[src/rtl/multdiv_pkg.sv]
// multdiv_pkg -- shared definitions for the iterative multiply/divide unit.
// Holds the FSM state encoding, the default operand width and the width of
// the iteration counter. No ports.
package multdiv_pkg;

    localparam int WIDTH_DEF = 32;
    localparam int CNT_W     = 6;

    typedef enum logic [1:0] {
        ST_IDLE = 2'd0,
        ST_MUL  = 2'd1,
        ST_DIV  = 2'd2,
        ST_DONE = 2'd3
    } state_e;

endpackage

[src/rtl/multdiv_counter.sv]
// multdiv_counter -- 6-bit up-counter with synchronous clear and a
// terminal-count flag, used to sequence the datapath iterations.
// Ports:
//   clock   : rising-edge clock
//   reset   : synchronous active-high reset (count -> 0)
//   clr     : synchronous clear (count -> 0), overrides en
//   en      : increment enable
//   tc      : high while count equals TC_VAL
module multdiv_counter
    import multdiv_pkg::*;
#(
    parameter logic [CNT_W-1:0] TC_VAL = 6'd32
) (
    input  logic clock,
    input  logic reset,
    input  logic clr,
    input  logic en,
    output logic tc
);

    logic [CNT_W-1:0] count_q;
    logic [CNT_W-1:0] count_d;

    // Next count: clear wins over increment.
    always_comb begin
        count_d = count_q;
        if (clr) begin
            count_d = '0;
        end else if (en) begin
            count_d = count_q + 6'd1;
        end else begin
            count_d = count_q;
        end
    end

    // Count register.
    always_ff @(posedge clock) begin
        if (reset) begin
            count_q <= '0;
        end else begin
            count_q <= count_d;
        end
    end

    assign tc = (count_q == TC_VAL);

endmodule

[src/rtl/multdiv_unit.sv]
// multdiv_unit -- iterative signed 32-bit multiplier (radix-2 Booth) and
// non-restoring divider sharing one accumulator/shift register pair.
// A start sampled in IDLE produces a one-cycle data_resultRDY pulse 33 edges
// later (32 iterations plus one finalise edge that enters DONE).
// Configuration: the divider datapath is built only when MULTDIV_DIV_EN is
// defined; otherwise ctrl_DIV completes immediately with result 0 and the
// exception flag set.
// Ports:
//   clock, reset          : clock and synchronous active-high reset
//   data_operandA/B       : signed operands, latched at the start edge
//   ctrl_MULT / ctrl_DIV  : start requests (MULT has priority), IDLE only
//   data_result           : product low word or quotient, held until next DONE
//   data_exception        : overflow / divide-by-zero flag, held with result
//   data_resultRDY        : one-cycle pulse in the DONE cycle
//   busy                  : high while iterating (MUL or DIV state)
module multdiv_unit
    import multdiv_pkg::*;
#(
    parameter int WIDTH = WIDTH_DEF
) (
    input  logic             clock,
    input  logic             reset,
    input  logic [WIDTH-1:0] data_operandA,
    input  logic [WIDTH-1:0] data_operandB,
    input  logic             ctrl_MULT,
    input  logic             ctrl_DIV,
    output logic [WIDTH-1:0] data_result,
    output logic             data_exception,
    output logic             data_resultRDY,
    output logic             busy
);

    // Accumulator carries two guard bits: Booth needs one for A - (-2^31),
    // the non-restoring remainder needs one for 2*R +/- D.
    localparam int AW = WIDTH + 2;
    localparam logic [CNT_W-1:0] ITER = CNT_W'(WIDTH);

    state_e            state_q,  state_d;
    logic [WIDTH-1:0]  op_b_q,   op_b_d;
    logic [AW-1:0]     acc_q,    acc_d;
    logic [WIDTH-1:0]  qr_q,     qr_d;
    logic              qm1_q,    qm1_d;
    logic [WIDTH-1:0]  result_q, result_d;
    logic              exc_q,    exc_d;
    logic              rdy_q,    rdy_d;
    logic              busy_q,   busy_d;

    logic              cnt_clr_s;
    logic              cnt_en_s;
    logic              cnt_tc_s;

    logic [AW-1:0]     m_ext_s;
    logic [AW-1:0]     booth_sum_s;

`ifdef MULTDIV_DIV_EN
    logic [WIDTH-1:0]  op_a_q,   op_a_d;
    logic [AW-1:0]     d_ext_s;
    logic [AW-1:0]     r_shift_s;
    logic [AW-1:0]     r_new_s;

    function automatic logic [WIDTH-1:0] mag(input logic [WIDTH-1:0] v);
        return v[WIDTH-1] ? (-v) : v;
    endfunction
`endif

    multdiv_counter #(
        .TC_VAL (ITER)
    ) u_counter (
        .clock (clock),
        .reset (reset),
        .clr   (cnt_clr_s),
        .en    (cnt_en_s),
        .tc    (cnt_tc_s)
    );

    // Booth step: {Q0, Q-1} = 01 adds M, 10 subtracts M.
    always_comb begin
        m_ext_s = {{2{op_b_q[WIDTH-1]}}, op_b_q};
        case ({qr_q[0], qm1_q})
            2'b01:   booth_sum_s = acc_q + m_ext_s;
            2'b10:   booth_sum_s = acc_q - m_ext_s;
            default: booth_sum_s = acc_q;
        endcase
    end

`ifdef MULTDIV_DIV_EN
    // Non-restoring step: shift in the next dividend bit, then subtract the
    // divisor if the partial remainder is non-negative, else add it back.
    always_comb begin
        d_ext_s   = {2'b00, mag(op_b_q)};
        r_shift_s = {acc_q[AW-2:0], qr_q[WIDTH-1]};
        if (acc_q[AW-1]) begin
            r_new_s = r_shift_s + d_ext_s;
        end else begin
            r_new_s = r_shift_s - d_ext_s;
        end
    end
`endif

    // FSM next-state and datapath next-value logic.
    always_comb begin
        state_d   = state_q;
        op_b_d    = op_b_q;
        acc_d     = acc_q;
        qr_d      = qr_q;
        qm1_d     = qm1_q;
        result_d  = result_q;
        exc_d     = exc_q;
        cnt_clr_s = 1'b0;
        cnt_en_s  = 1'b0;
`ifdef MULTDIV_DIV_EN
        op_a_d    = op_a_q;
`endif
        case (state_q)
            ST_IDLE: begin
                cnt_clr_s = 1'b1;
                if (ctrl_MULT) begin
                    state_d = ST_MUL;
                    op_b_d  = data_operandB;
                    acc_d   = '0;
                    qr_d    = data_operandA;
                    qm1_d   = 1'b0;
                end else if (ctrl_DIV) begin
`ifdef MULTDIV_DIV_EN
                    state_d = ST_DIV;
                    op_a_d  = data_operandA;
                    op_b_d  = data_operandB;
                    acc_d   = '0;
                    qr_d    = mag(data_operandA);
                    qm1_d   = 1'b0;
`else
                    // No divider: finish on this edge with the error flag.
                    state_d  = ST_DONE;
                    result_d = '0;
                    exc_d    = 1'b1;
`endif
                end else begin
                    state_d = ST_IDLE;
                end
            end
            ST_MUL: begin
                if (cnt_tc_s) begin
                    state_d  = ST_DONE;
                    result_d = qr_q;
                    // Overflow when the high word is not the sign extension
                    // of the low word.
                    exc_d    = (acc_q[WIDTH-1:0] != {WIDTH{qr_q[WIDTH-1]}});
                end else begin
                    cnt_en_s = 1'b1;
                    acc_d    = {booth_sum_s[AW-1], booth_sum_s[AW-1:1]};
                    qr_d     = {booth_sum_s[0], qr_q[WIDTH-1:1]};
                    qm1_d    = qr_q[0];
                end
            end
            ST_DIV: begin
`ifdef MULTDIV_DIV_EN
                if (cnt_tc_s) begin
                    state_d = ST_DONE;
                    if (op_b_q == '0) begin
                        result_d = '0;
                        exc_d    = 1'b1;
                    end else if ((op_a_q == {1'b1, {(WIDTH-1){1'b0}}}) &&
                                 (op_b_q == {WIDTH{1'b1}})) begin
                        result_d = {1'b1, {(WIDTH-1){1'b0}}};
                        exc_d    = 1'b1;
                    end else begin
                        result_d = (op_a_q[WIDTH-1] ^ op_b_q[WIDTH-1]) ? (-qr_q) : qr_q;
                        exc_d    = 1'b0;
                    end
                end else begin
                    cnt_en_s = 1'b1;
                    acc_d    = r_new_s;
                    qr_d     = {qr_q[WIDTH-2:0], ~r_new_s[AW-1]};
                end
`else
                state_d = ST_IDLE;
`endif
            end
            ST_DONE: begin
                state_d = ST_IDLE;
            end
            default: begin
                state_d = ST_IDLE;
            end
        endcase
        rdy_d  = (state_d == ST_DONE);
        busy_d = (state_d == ST_MUL) || (state_d == ST_DIV);
    end

    // State, datapath and registered outputs.
    always_ff @(posedge clock) begin
        if (reset) begin
            state_q  <= ST_IDLE;
            op_b_q   <= '0;
            acc_q    <= '0;
            qr_q     <= '0;
            qm1_q    <= 1'b0;
            result_q <= '0;
            exc_q    <= 1'b0;
            rdy_q    <= 1'b0;
            busy_q   <= 1'b0;
`ifdef MULTDIV_DIV_EN
            op_a_q   <= '0;
`endif
        end else begin
            state_q  <= state_d;
            op_b_q   <= op_b_d;
            acc_q    <= acc_d;
            qr_q     <= qr_d;
            qm1_q    <= qm1_d;
            result_q <= result_d;
            exc_q    <= exc_d;
            rdy_q    <= rdy_d;
            busy_q   <= busy_d;
`ifdef MULTDIV_DIV_EN
            op_a_q   <= op_a_d;
`endif
        end
    end

    assign data_result    = result_q;
    assign data_exception = exc_q;
    assign data_resultRDY = rdy_q;
    assign busy           = busy_q;

endmodule
[config.mk]
export PLATFORM = sky130hd
export DESIGN_NAME = multdiv_unit
export DESIGN_NICKNAME = d
export VERILOG_FILES = /design/src/rtl/multdiv_pkg.sv /design/src/rtl/multdiv_counter.sv /design/src/rtl/multdiv_unit.sv
export SDC_FILE = /design/constraint.sdc
export NUM_CORES = 1
export LEC_CHECK = 0
export CORE_UTILIZATION = 58
export CTS_BUF_LIST = sky130_fd_sc_hd__clkbuf_8
export DETAILED_ROUTE_END_ITERATION = 8
export GPL_TIMING_DRIVEN = 0
export PLACE_DENSITY = 0.92
export REMOVE_ABC_BUFFERS = 1
export SETUP_SLACK_MARGIN = 0.02
export SYNTH_ARGS = -nofsm -noshare
export SYNTH_HDL_FRONTEND = slang
export SYNTH_SLANG_ARGS = --single-unit
[constraint.sdc]
create_clock -name clock -period 4.7 [get_ports clock]
set_clock_uncertainty 0.15 [all_clocks]
set_input_delay 0.47 -clock clock [delete_from_list [all_inputs] [get_ports clock]]
set_output_delay 0.47 -clock clock [all_outputs]
set_load 0.03 [all_outputs]
# Yosys cells after proc, flatten, opt, wreduce, memory -nomap -nowiden
# Index checks and enable logic that the tools add are counted.
[classes]
addsub = 3
eq_ne = 15
n_mux = 25
n_reduce_logical = 8
[ops]
columns = ["cell", "n"]
rows = [
  ["$mux 32", 5],
  ["$pmux 34 s2", 2],
  ["$pmux 32 s2", 2],
  ["$mux 34", 2],
  ["$add 34x34->34", 1],
  ["$sub 34x34->34", 1],
  ["$ne 32x32->1", 1],
  ["$eq 2x2->1 const B", 5],
  ["$ne 2x2->1 const B", 5],
  ["$mux 1", 8],
  ["$add 6x1->6 const B", 1],
  ["$eq 2x1->1 const B", 3],
  ["$eq 6x6->1 const B", 1],
  ["$mux 2", 3],
  ["$pmux 2 s3", 1],
  ["$pmux 1 s2", 2],
  ["$reduce_and 4->1", 1],
  ["$reduce_or 2->1", 2],
  ["$reduce_and 3->1", 1],
  ["$logic_not 2->1", 1],
  ["$reduce_and 2->1", 1],
  ["$reduce_bool 2->1", 1],
  ["$logic_or 1x1->1", 1],
]
[totals]
reg_bits = 142
out_inout_bits = 35

# Depth between registers and ports, before layout
[logic_depth]
depth_word = 5
mapped_depth = 19
depth_no_buf = 18

# By module
# From an unflattened synthesis, not the netlist that was laid out.
[hier_totals]
cells_unflattened = 1067
area_unflattened_um2 = 8181.6
[by_module_without_submodules]
columns = ["module", "instances", "cells_per_inst", "area_each_um2"]
rows = [
  ["multdiv_unit", 1, 1036, 7898.8],
  ["multdiv_counter", 1, 31, 282.8],
]

# Least setup slack after synthesis
# OpenSTA, ideal clock, no wires.
[synth_path]
kind = "reg-to-reg"
start = "reg op_b_q[2]"
end = "reg acc_q[32]"
setup_ns = 0.136
arrival_ns = 3.420
required_ns = 4.414
path_slack_ns = 0.995
path_stages_with_launch = 19
n_path_buf = 1
period_less_slack_ns = 3.705
path_cell_list = "dfxtp_1 -> nor4_2 -> nand2_1 -> nor2_1 -> and2_1 -> nand3b_1 -> nor4_2 -> a21oi_1 -> xnor2_1 -> ha_1 -> clkbuf_1 -> a21o_1 -> a21oi_1 -> nor2b_1 -> o41ai_1 -> o21ai_0 -> a41oi_1 -> xnor2_1 -> o32ai_1"
[synth_via]
elab_chain_len = 4
elab_cells_between_ends = 5
[synth_lines]
columns = ["item", "line_no", "text"]
rows = [
  ["from (decl)", "multdiv_unit.sv:39", "logic [WIDTH-1:0] op_b_q, op_b_d;"],
  ["from (signal assigned)", "multdiv_unit.sv:207", "op_b_q <= op_b_d;"],
  ["$sub 34x34->34 or $add 34x34->34 (tied branches)", "multdiv_unit.sv:81, multdiv_unit.sv:80", ""],
  ["$pmux 34 s2 *", "multdiv_unit.sv:79", "case ({qr_q[0], qm1_q})"],
  ["$mux 34 *", "multdiv_unit.sv:142", "if (cnt_tc_s) begin"],
  ["$pmux 34 s2 *", "multdiv_unit.sv:114", "case (state_q)"],
  ["to (signal assigned)", "multdiv_unit.sv:195", "acc_q <= '0;"],
  ["to (signal assigned)", "multdiv_unit.sv:208", "acc_q <= acc_d;"],
  ["to (decl)", "multdiv_unit.sv:40", "logic [AW-1:0] acc_q, acc_d;"],
]
# Mark *: on every way between the ends. The rest lies on a longest branch, timed or not. The select of a mux whose other input is x is not followed.
# A chain may end at the register's enable or synchronous reset.

# Final worst setup path
# Same ends and word-level chain as after synthesis.

==> summary.md <==
| Metric | Value |
|---|---|
| Ys Warns | `0` |
| Clock share of power | `27.9%` |
| Synthesized area per cell | `7.78 µm²` |
| N_diodes | `0` |
| Register area share after synthesis | `34.5%` |
| Count of cell types in the netlist | `70` |
| CP Data Arrival Time | `4440 ps` |
| Crit path cell chain | `nor4_2, nand2_1, nor2_1, and2_1, nand3b_1, nor4_4, a21oi_1, xnor2_1, ha_1, a21o_1, a21oi_1, nor2b_1, o41ai_2, nand4_1, a41oi_1, xnor2_1, o32ai_1` |
| Reg clk slew, reported paths | `90 ps` |
| Vias | `8031` |
| Largest net degree at the start of global routing | `88` |
| Critical path class | `reg -> reg` |
| Max Cap Viol | `0` |
| Hold Crit Class | `reg -> reg` |
| CTS buffer count | `17` |
| Area Growth Syn to Fin | `17.8%` |
| Global Route Usage Sum | `28.9%` |
| Startpoint types | `flip-flop` |
| Root buffer cell | `clkbuf_8` |
| Final net count | `1214` |
| Largest cells by area after synthesis | `dfxtp_1, nand2_1, nor2_1` |
| Detailed Route Iter0 Violations | `844` |
| Post-DRT Antenna Nets | `0` |
| Final hold viol count | `0` |
| R2r startpoint | `op_b_q[2]` |
| Final Critical Period | `4250 ps` |
| Routed wire length | `20.8 mm` |
| Top FF cell, synth | `dfxtp_1` |
| Worst-path fanout max | `7` |
| Setup ws final | `445 ps` |
| Lkg Pwr | `3.63 nW` |
| Hold path cells | `2` |
| Placed Area | `9250 µm²` |
| Ys async rst share | `0%` |
| Post-synth EDFFs | `0` |
| First-pass GRT wire length | `34.0 mm` |
| Place WS | `196 ps` |
| Clk sinks | `141` |
| Int Power | `2.12 mW` |
| Clock latency on the worst-skew pair | `470 ps` |
| CTS tree | `built` |
| Status | `finished, final reports clean` |
| Final HPWL DP | `14.3 mm` |
| Yosys reg bits | `141` |
| Max-slew violation count | `0` |
| Post-Syn Area | `8190 µm²` |
| Critical path required time | `4890 ps` |
| Die area | `14600 µm²` |
| # fillers | `1063` |
| Hold path startpoint | `qm1_q` |
| WL/cell | `16.0 µm` |
| Post-Syn Instances | `1052` |
| Placer Congestion | `0.910` |
| Crit. End Element | `flip-flop` |
| R2r worst-path depth | `17` |
| Pre-Repair DR Iteration Count | `7` |
| WHS Endpoint | `qm1_q` |
| Die W | `121 µm` |
| Share of layout cells above drive strength 1 | `6.07%` |
| Input/output buffers | `102` |
| Initial antenna violation count | `0` |
| Slew @ Worst Pin | `1240 ps` |
| Dominant cell type by area after synthesis | `dfxtp_1` |
| DRC | `0` |
| Core Rows | `43` |
| Max Freq | `0.235 GHz` |
| Max_slew headroom | `17.5%` |
| Vias/cell | `6.18` |
| # IOs | `103` |
| Die Y | `121 µm` |
| Fin area | `9640 µm²` |
| Worst VDD drop | `255 µV` |
| Combinational share of power | `31.9%` |
| Bufs on Longest Clock Path | `2` |
| Core area | `13800 µm²` |
| Total grt overflow | `0` |
| Worst r2r dst | `acc_q[32]` |
| Largest stage delay, worst path | `390 ps` |
| Share of the synthesized area in the top cell type | `34.5%` |
| Pwr/cell area | `351 nW/µm²` |
| Switching power total | `1.26 mW` |
| Sw Ratio | `37.2%` |
| Slowest CP cell | `dfxtp_1` |
| Flop pwr share | `40.2%` |
| Period utilisation layout | `90.5%` |
| RSZ-0062 raised after global routing | `no` |
| Final Setup Violations | `0` |
| Vias in the first global route | `7190` |
| Initial Utilization | `59.2%` |
| Worst R2R Setup Slack | `450 ps` |
| # H-tree levels | `4` |
[cell families (layout without fill, tap and decap cells)]
| logic type | after synthesis | count (layout) | share of synthesized area [%] |
|---|---|---|---|
| AOI/OAI and AO/OA | 283 | 283 | 23.7 |
| DFF | 141 | 141 | 34.5 |
| muxes | 6 | 6 | 0.887 |
| buffers and inverters | 96 | 164 | 4.81 |
| xor gates and xnor gates | 58 | 58 | 6.21 |
| adders and majority gates | 39 | 39 | 6.05 |
| and+or+nand+nor | 429 | 429 | 23.9 |
[worst max-delay path by stage]
stage | start | end | slack (ps) | cells after the start
3_3_place_gp | state_q[0] | data_result[23] | -2540 | 6
2_1_floorplan | state_q[0] | data_result[0] | -110 | 6
5_1_grt | op_b_q[2] | acc_q[32] | 50 | 17
6_report | op_b_q[2] | acc_q[32] | 450 | 17
3_5_place_dp | qr_q[0] | acc_q[27] | 200 | 11
4_1_cts | qr_q[0] | acc_q[27] | 170 | 11
[power by group through the flow]
| stage | clock [mW] | sequential [mW] | combinational (mW) |
|---|---|---|---|
| final | 0.942 | 1.36 | 1.08 |
| after global routing | 0.999 | 1.37 | 1.18 |
| after floorplan | 0 | 1.38 | 0.737 |
| after detailed placement | 0 | 1.38 | 1.05 |
| after CTS | 0.952 | 1.36 | 1.06 |
| after global placement | 0 | 1.38 | 1.00 |
[cells in the mapped netlist, types with 4 or more instances]
| library cell | instances |
|---|---|
| a21o_1 | 18 |
| a21oi_1 | 85 |
| a221oi_1 | 6 |
| a222oi_1 | 4 |
| a22oi_1 | 46 |
| a311oi_1 | 33 |
| a31oi_1 | 12 |
| and3_1 | 7 |
| buf_1 | 5 |
| clkbuf_1 | 59 |
| dfxtp_1 | 141 |
| ha_1 | 38 |
| inv_1 | 26 |
| mux2i_1 | 5 |
| nand2_1 | 179 |
| nand2b_1 | 4 |
| nand3_1 | 16 |
| nand4_1 | 13 |
| nor2_1 | 131 |
| nor2b_1 | 8 |
| nor3_1 | 28 |
| nor3b_1 | 6 |
| nor4_1 | 9 |
| o21ai_0 | 19 |
| o21ai_1 | 8 |
| o21bai_1 | 6 |
| o22ai_1 | 8 |
| o31ai_1 | 4 |
| or2_2 | 4 |
| or3_1 | 6 |
| xnor2_1 | 43 |
| xor2_1 | 15 |
[cell usage in the layout (no fill, tap or decap), drive strengths merged, types with 8 or more instances in the layout]
master and instances:
nand2 179, dfxtp 141, nor2 131, clkdlybuf4s50 101, a21oi 85, a22oi 46, xnor2 43, ha 38
inv 35, a311oi 33, nor3 30, o21ai 29, a21o 19, clkbuf 18, nand3 18, xor2 15
a31oi 15, nand4 13, nor4 12, o22ai 8, nor2b 8
[what timing repair did]
action | CTS | global route
endpoints found under the setup margin | 0 | 1
buffers inserted | 0 | 0
hold buffers | 0 | 0
resized for setup | 0 | 2
[state kept, by name, summed over array words and instances (netlist names), 2 cells and up]
| name | flops |
|---|---|
| qr_q | 32 |
| acc_q | 33 |
| state_q | 2 |
| data_result | 32 |
| op_b_q | 32 |
| u_counter.count_q | 6 |
[per-layer routing]
metal | global-route usage, % | wire, µm | vias up
met3 | 5.75 | 1710 | 50
met2 | 47.4 | 9840 | 403
met5 | 0 | 0 | -
met4 | 10.6 | 494 | 0
met1 | 37.5 | 8800 | 3705
li1 | - | - | 3873
[critical path: cells and delay by family, from the launching register on]
kind,cells,cell delay (ps)
AND/OR/NAND/NOR,8,1630
AO/OA/AOI/OAI,6,1180
flip-flops,1,390
adder cells (fa/ha/maj),1,380
XOR/XNOR,2,350
[stage by stage]
stage	instances	total power, mW	utilization, %	hold slack, ps	setup TNS [ps]
after detailed placement	1268	2.44	66.9	293	0
after global placement	1264	2.38	66.1	288	-151410
after floorplan	982	2.12	-	276	-3650
after global routing	1300	3.55	69.7	331	0
after CTS	1300	3.37	69.6	305	0
final	1300	3.38	69.7	301	0
[layout make-up]
cell class	count	area [µm²]	area share (%)
inverter	26	97.6	1.01
clock buffer	18	248	2.57
clock inverter	14	125	1.30
sequential	141	2820	29.3
tap	180	225	2.34
timing repair buffer	106	1120	11.6
multi-input combinational	815	5010	51.9
Note: power is estimated with default switching activity, not from simulation.
